--- config.mk ---
export PLATFORM = sky130hd
export DESIGN_NAME = serial_transmitter
export DESIGN_NICKNAME = d
export VERILOG_FILES = /design/src/rtl/serial_transmitter.sv
export SDC_FILE = /design/constraint.sdc
export NUM_CORES = 1
export LEC_CHECK = 0
export CELL_PAD_IN_SITES_DETAIL_PLACEMENT = 1
export CELL_PAD_IN_SITES_GLOBAL_PLACEMENT = 1
export CORE_MARGIN = 4
export CORE_UTILIZATION = 35
export CTS_CLUSTER_DIAMETER = 200
export DETAILED_ROUTE_END_ITERATION = 8
export PLACE_DENSITY = 0.76
export SLEW_MARGIN = 5
export SYNTH_ARGS = -nofsm -noshare
export SYNTH_HDL_FRONTEND = slang
export SYNTH_SLANG_ARGS = --single-unit
--- constraint.sdc ---
create_clock -name clk -period 5.1 [get_ports clk]
set_clock_uncertainty 0.2 [all_clocks]
set_input_delay 0.765 -clock clk [delete_from_list [all_inputs] [get_ports clk]]
set_output_delay 0.765 -clock clk [all_outputs]
set_load 0.02 [all_outputs]
--- src/rtl/serial_transmitter.sv ---
`default_nettype none
// serial_transmitter: 8N1 line driver (start 0, 8 data bits LSB-first, stop 1)
// with the bit period set by an internal divider of CLKS_PER_BIT clk cycles.
module serial_transmitter #(
   parameter int CLKS_PER_BIT = 16
) (
   input  logic       clk,
   input  logic       rst_n,
   input  logic [7:0] tx_data,
   input  logic       tx_en,
   output logic       dout,
   output logic       tx_status
);

   localparam int BAUD_W = (CLKS_PER_BIT > 1) ? $clog2(CLKS_PER_BIT) : 1;
   localparam logic [BAUD_W-1:0] BAUD_LAST = BAUD_W'(CLKS_PER_BIT - 1);

   typedef enum logic [1:0] {
      S_IDLE  = 2'd0,
      S_START = 2'd1,
      S_DATA  = 2'd2,
      S_STOP  = 2'd3
   } state_t;

   state_t            state_q,  state_d;
   logic [BAUD_W-1:0] baud_q,   baud_d;
   logic [2:0]        bit_q,    bit_d;
   logic [7:0]        shift_q,  shift_d;
   logic              dout_q,   dout_d;
   logic              status_q, status_d;
   logic              bit_done;

   assign bit_done  = (baud_q == BAUD_LAST);
   assign dout      = dout_q;
   assign tx_status = status_q;

   always_ff @(posedge clk or negedge rst_n) begin
      if (!rst_n) begin
         state_q  <= S_IDLE;
         baud_q   <= '0;
         bit_q    <= '0;
         shift_q  <= '0;
         dout_q   <= 1'b1;
         status_q <= 1'b1;
      end else begin
         state_q  <= state_d;
         baud_q   <= baud_d;
         bit_q    <= bit_d;
         shift_q  <= shift_d;
         dout_q   <= dout_d;
         status_q <= status_d;
      end
   end

   // Outputs are computed one cycle ahead so dout/tx_status come straight from flops.
   always_comb begin
      state_d  = state_q;
      baud_d   = baud_q;
      bit_d    = bit_q;
      shift_d  = shift_q;
      dout_d   = dout_q;
      status_d = status_q;

      case (state_q)
         S_IDLE: begin
            dout_d   = 1'b1;
            status_d = 1'b1;
            if (tx_en) begin
               shift_d  = tx_data;
               baud_d   = '0;
               bit_d    = '0;
               dout_d   = 1'b0;
               status_d = 1'b0;
               state_d  = S_START;
            end
         end
         S_START: begin
            if (bit_done) begin
               baud_d  = '0;
               dout_d  = shift_q[0];
               state_d = S_DATA;
            end else begin
               baud_d = baud_q + 1'b1;
            end
         end
         S_DATA: begin
            if (bit_done) begin
               baud_d  = '0;
               shift_d = {1'b0, shift_q[7:1]};
               bit_d   = bit_q + 3'd1;
               if (bit_q == 3'd7) begin
                  dout_d  = 1'b1;
                  state_d = S_STOP;
               end else begin
                  dout_d = shift_q[1];
               end
            end else begin
               baud_d = baud_q + 1'b1;
            end
         end
         S_STOP: begin
            if (bit_done) begin
               baud_d   = '0;
               dout_d   = 1'b1;
               status_d = 1'b1;
               state_d  = S_IDLE;
            end else begin
               baud_d = baud_q + 1'b1;
            end
         end
         default: begin
            state_d  = S_IDLE;
            dout_d   = 1'b1;
            status_d = 1'b1;
         end
      endcase
   end

endmodule
`default_nettype wire
Word level (Yosys, flattened, before mapping) --
Index checks and enable logic that the tools add are counted.
Storage, ports and cells: output and inout bits 2, bits in registers 19, input bits 11
Operators by class: add/subtract/negate cells 2, reduce and logical (&&, ||, !) cells 8, equality and inequality tests 10, mux-type cells 22
Operators by type and width (count):
- 8-bit 2-to-1 mux | 2
- 8-bit one-hot mux with 2 select lines | 1
- 2-bit 2-to-1 mux | 5
- 2-bit != test, second input constant | 5
- 4-bit 2-to-1 mux | 2
- 2-bit one-hot mux with 4 select lines | 1
- 4-bit one-hot mux with 2 select lines | 1
- 3-bit 2-to-1 mux | 2
- 3-bit one-hot mux with 2 select lines | 1
- 3-bit AND reduction | 2
- 1-bit 2-to-1 mux | 5
- 5-bit AND reduction | 1
- 4-bit by 1-bit adder with 4-bit output, second input constant | 1
- 2-bit == test, second input constant | 2
- 4-bit == test, second input constant | 1
- 1-bit one-hot mux with 4 select lines | 1
- 2-bit nonzero test | 2
- 3-bit by 1-bit adder with 3-bit output, second input constant | 1
- 3-bit == test, second input constant | 1
- 3-bit OR reduction | 1
- 2-bit by 1-bit == test with 1-bit output, second input constant | 1
- 2-bit logical NOT | 1
- 1-bit one-hot mux with 2 select lines | 1
- 2-bit AND reduction | 1

Longest topological paths before layout --
depth in word-level cells 4, gate-level depth with buffers 8

Least setup slack after synthesis --
OpenSTA, ideal clock, no wires.
path kind flip-flop to flip-flop, start point reg state_q[0], end point reg state_q[0], clock period less this slack 1876 ps, stages on the path, launching flop included 8, slack 3224 ps, path buffers 1, data arrival time 1557 ps, path through dfrtp_1 inv_1 ha_1 buf_2 nor3_1 nor2_2 or4_1 o21a_1
Between the ends: longest elaborated chain between the ends 3
RTL lines:
- start, declared | line 25 | state_t state_q, state_d;
- start signal, assigned | line 46 | state_q <= state_d;
- 2-bit == test (tied with other cells) | line 64 | case (state_q)
- 2-bit != test (no line)
- 5-bit AND reduction (no line)
Several ways; a longest one is shown, not always the timed one. A chain may end at the register's enable or synchronous reset.

Worst setup path after layout --
start point reg state_q[0], end point reg shift_q[7]
Between the ends: longest elaborated chain between the ends 3
RTL lines:
- 2-bit == test / 2-bit logical NOT (equally long branches) | line 64
- 2-bit != test (no line) / 2-bit nonzero test (equally long branches)
- 3-bit AND reduction (no line)
- end signal, assigned | line 49 | shift_q <= shift_d;
- end, declared | line 28 | logic [7:0] shift_q, shift_d;
Several ways; a longest one is shown, not always the timed one.

==> results by stage <==
Clocking:
- After clock tree synthesis, the clock-pin slew on the worst setup and hold paths is roughly 0.12 ns.
- Buffers added to address setup during post-CTS repair amount to 0.
- The buffer depth of the longest clock path is 2.
- The clock latency at the later pin of the worst-skew pair is around 0.30 ns.
- Clock tree synthesis found a total of 19 sinks.
- Clock tree synthesis inserted a total of 3 buffers.
- In this run the number of H-tree levels came out at 1.
- The post-cts resize count is 0.
- The root buffer selected by CTS is clkbuf_4.
- TritonCTS built the clock tree.
- The post-cts hold buffer count is 0.

Layout:
- The summed area of non-filler cells in the final layout is roughly 1300 µm².
- Leaving out fill and tap cells, the most frequent cell in the layout is dfrtp_1.
- The layout net count is roughly 140.
- The area added between synthesis and finish is 15.5%.
- After the flow finishes, the layout carries non-filler instances totaling around 170.
- Cells with a size suffix above 1 make up between 10% and 20% of the layout.
- The top cell types in the final layout, fill and taps aside, are dfrtp_1 (17), nor2_1 (13), o21ai_0 (13).
- Counting the fill cells in the layout gives ~340.
- The number of antenna cells inserted is 0.

Global route:
- For this run, global-route usage on met2 was measured as between 20% and 30%.
- The maximum number of pins on one net before global-route repair is 20.
- For this run, global-route usage on met3 was measured as under 10%.
- The first global-routing pass estimated ~4300 µm of wire.
- Global routing consumed, on the met1 layer, about 17% of the routing resources.
- The total global routing track utilization is roughly an eighth.
- The layer carrying the most global-route usage is met2.
- After global routing the overflow that remains totals 0.
- The number of global-route vias before repair came to between 900 and 1000.
- The number of antenna violations at the first check in global routing is 0.

STA:
- For this run, the top clock speed supported by timing is 0.384 GHz.
- The final period utilization is 51.0%.
- The number of slew-limit violations in the final report was 0.
- Setup repair after global routing left no endpoint under its margin.
- For the pin with the worst max-slew slack, the measured transition is slightly below 0.9 ns.
- For the finished layout, the period the worst path requires is approximately 2.6 ns.
- The count of endpoints failing hold in the final timing report is 0.
- The setup violation total in the final timing report is 0.
- The final-layout setup total negative slack is 0 ns.
- In this run the tightest slew margin relative to its limit is 40.7%.

Setup path:
- The worst setup path is launched from a flip-flop.
- The slowest cell on the critical path is ha_1.
- The cell family contributing the most delay on the critical path is compound AO/OA/AOI/OAI gates.
- Data on the critical path is required at its endpoint by 5.12 ns.
- At the worst endpoint, the arrival time is around 2.6 ns.
- The worst reg-to-reg setup slack is between 2 and 2.5 ns.
- STA classifies the critical path endpoint as a flip-flop.
- In this design, the stage delay of the slowest critical-path cell is approximately 0.68 ns.
- The number of buffers and inverters on the critical path is 1.
- The largest fanout on the critical path is 17.
- The critical path is of the reg -> reg type.
- Traced cell by cell, the critical path runs through inv_1 > ha_1 > nor2_1 > a211oi_4 > nand3_1 > o21ai_0.

Power and ir drop:
- The leakage power is 0.537 nW.
- The worst IR drop on VDD is 0.266 mV.
- Dividing total power by cell area gives a power density of between 500 and 600 nW/µm².
- The post-layout total power is about 0.74 mW.

Drt:
- After detailed routing, the average wire length per cell comes to between 10 and 15 µm.
- The overall via count from detail_route is between 800 and 900.
- In the routed design, unresolved DRC markers number 0.
- The residual antenna-violating net count after detailed routing is 0.
- The DRC marker count from the first detailed-route iteration is 6.
- Using the TritonRoute via totals, the vias-per-cell ratio works out to between 5 and 6.
- Summed over all layers, the routed wires come to approximately 2300 µm.
- The detailed-routing iteration count for the pre-antenna-repair pass is 3.

Synthesis:
- Counting every instance in the synthesized netlist gives ~110.
- Of all flip-flops after synthesis, the portion carrying an async set or reset was 100%.
- The number of nets in the synthesized netlist is 131.
- Summing every instance area after synthesis gives approximately 1100 µm².
- The most used flip-flop cell after synthesis is dfrtp_1.
- Each instance of the synthesized netlist takes up on average slightly below 10 µm².
- The portion of the post-synthesis area used by sequential elements is a little over two fifths.
- The synthesized design contains 19 register bits.
- The number of distinct library cells after synthesis is 32.
- The total number of yosys warnings is 0.
- In this run, synthesis inferred 0 flip-flops with an integrated enable.

Floorplan:
- The floorplan step defined a die boundary enclosing about 4000 µm².
- The floorplan has 19 rows.
- The floorplan step set the die height to about 64 µm.
- The starting density of the core is between 30% and 40%.
- The width of the die is around 64 µm.
- The total area inside the core boundary comes to about 2900 µm².
- During I/O placement, the number of pins put on the boundary was 13.

Place:
- The weighted congestion reported at the end of routability-driven placement is between 0.7 and 0.8.
- After detailed placement, the total cell area comes to ~1200 µm².
- The sum of net half-perimeters after detailed placement is about 1800 µm.
- Counting tap cells, the placed design contains a total of around 160 instances.
- Port buffering added 12 buffers.

Flow run:
- The max-cap violation count is 0.

Min path:
- The class of the tightest hold or removal check is reg -> reg.

Outcome:
- The flow ran to the end, and the final reports show no timing, DRC or antenna violations.
==> power by group <==
| part | switching, mW | total, mW | internal (mW) |
|---|---|---|---|
| clock | 0.0506 | 0.0797 | 0.0292 |
| sequential | 0.0480 | 0.272 | 0.224 |
| combinational | 0.222 | 0.392 | 0.171 |
| total | 0.320 | 0.745 | 0.424 |
==> flip-flops by register name, summed over array words and instances (netlist names) <==
name,count
shift_q,8
baud_q,4
bit_q,3
state_q,2
dout,1
tx_status,1
==> final cells by class <==
type / instances / area (µm²) / area share [%]
inverters: 4 / 15.0 / 1.19
multi-input cells: 84 / 567 / 45.0
flip-flops and latches: 19 / 478 / 37.9
well taps: 42 / 52.6 / 4.17
clock buffers: 3 / 22.5 / 1.79
clock inverters: 1 / 5.00 / 0.397
repair buffers: 12 / 120 / 9.53
==> worst paths after layout <==
path,start,depth (start not counted),end
min reg2reg,dout,1,dout
max,state_q[0],6,shift_q[7]
max in group asynchronous,rst_n,1,shift_q[6]
max reg2reg,state_q[0],6,shift_q[7]
min in group asynchronous,rst_n,1,bit_q[1]
min,dout,1,dout
==> Yosys cell counts, types with 4 or more instances <==
library cell | count | share of area [%]
mux2i_1 | 7 | 6.4
dfrtp_1 | 17 | 39
nand3_1 | 4 | 1.8
buf_2 | 4 | 1.8
nor3_1 | 4 | 1.8
inv_1 | 4 | 1.4
nor2_1 | 13 | 4.5
nand2_1 | 5 | 1.7
a21oi_1 | 7 | 3.2
ha_1 | 8 | 9.2
o21ai_0 | 13 | 6.0
==> kinds of logic after synthesis <==
family / synth area share (%)
DFF: 43.8
and+or+nand+nor: 17.2
buffers and inverters: 4.24
muxes: 7.45
adders and majority gates: 9.17
AOI/OAI and AO/OA: 18.1
==> layer usage <==
| metal | up-vias | routed length [µm] |
|---|---|---|
| li1 | 417 | - |
| met1 | 415 | 1050 |
| met2 | 7 | 1180 |
| met3 | 2 | 57 |
| met4 | 0 | 17 |
| met5 | - | 0 |
==> per-stage QoR <==
stage               setup WS (ns)  util [%]  hold slack, ns
global route                 2.22      43.8           0.339
floorplan                    3.22         -           0.268
global placement             2.43      42.8           0.296
detailed placement           2.35      42.8           0.311
CTS                          2.45      43.8           0.328
finish                       2.50      43.8           0.324
(Power assumes the default switching activity.)
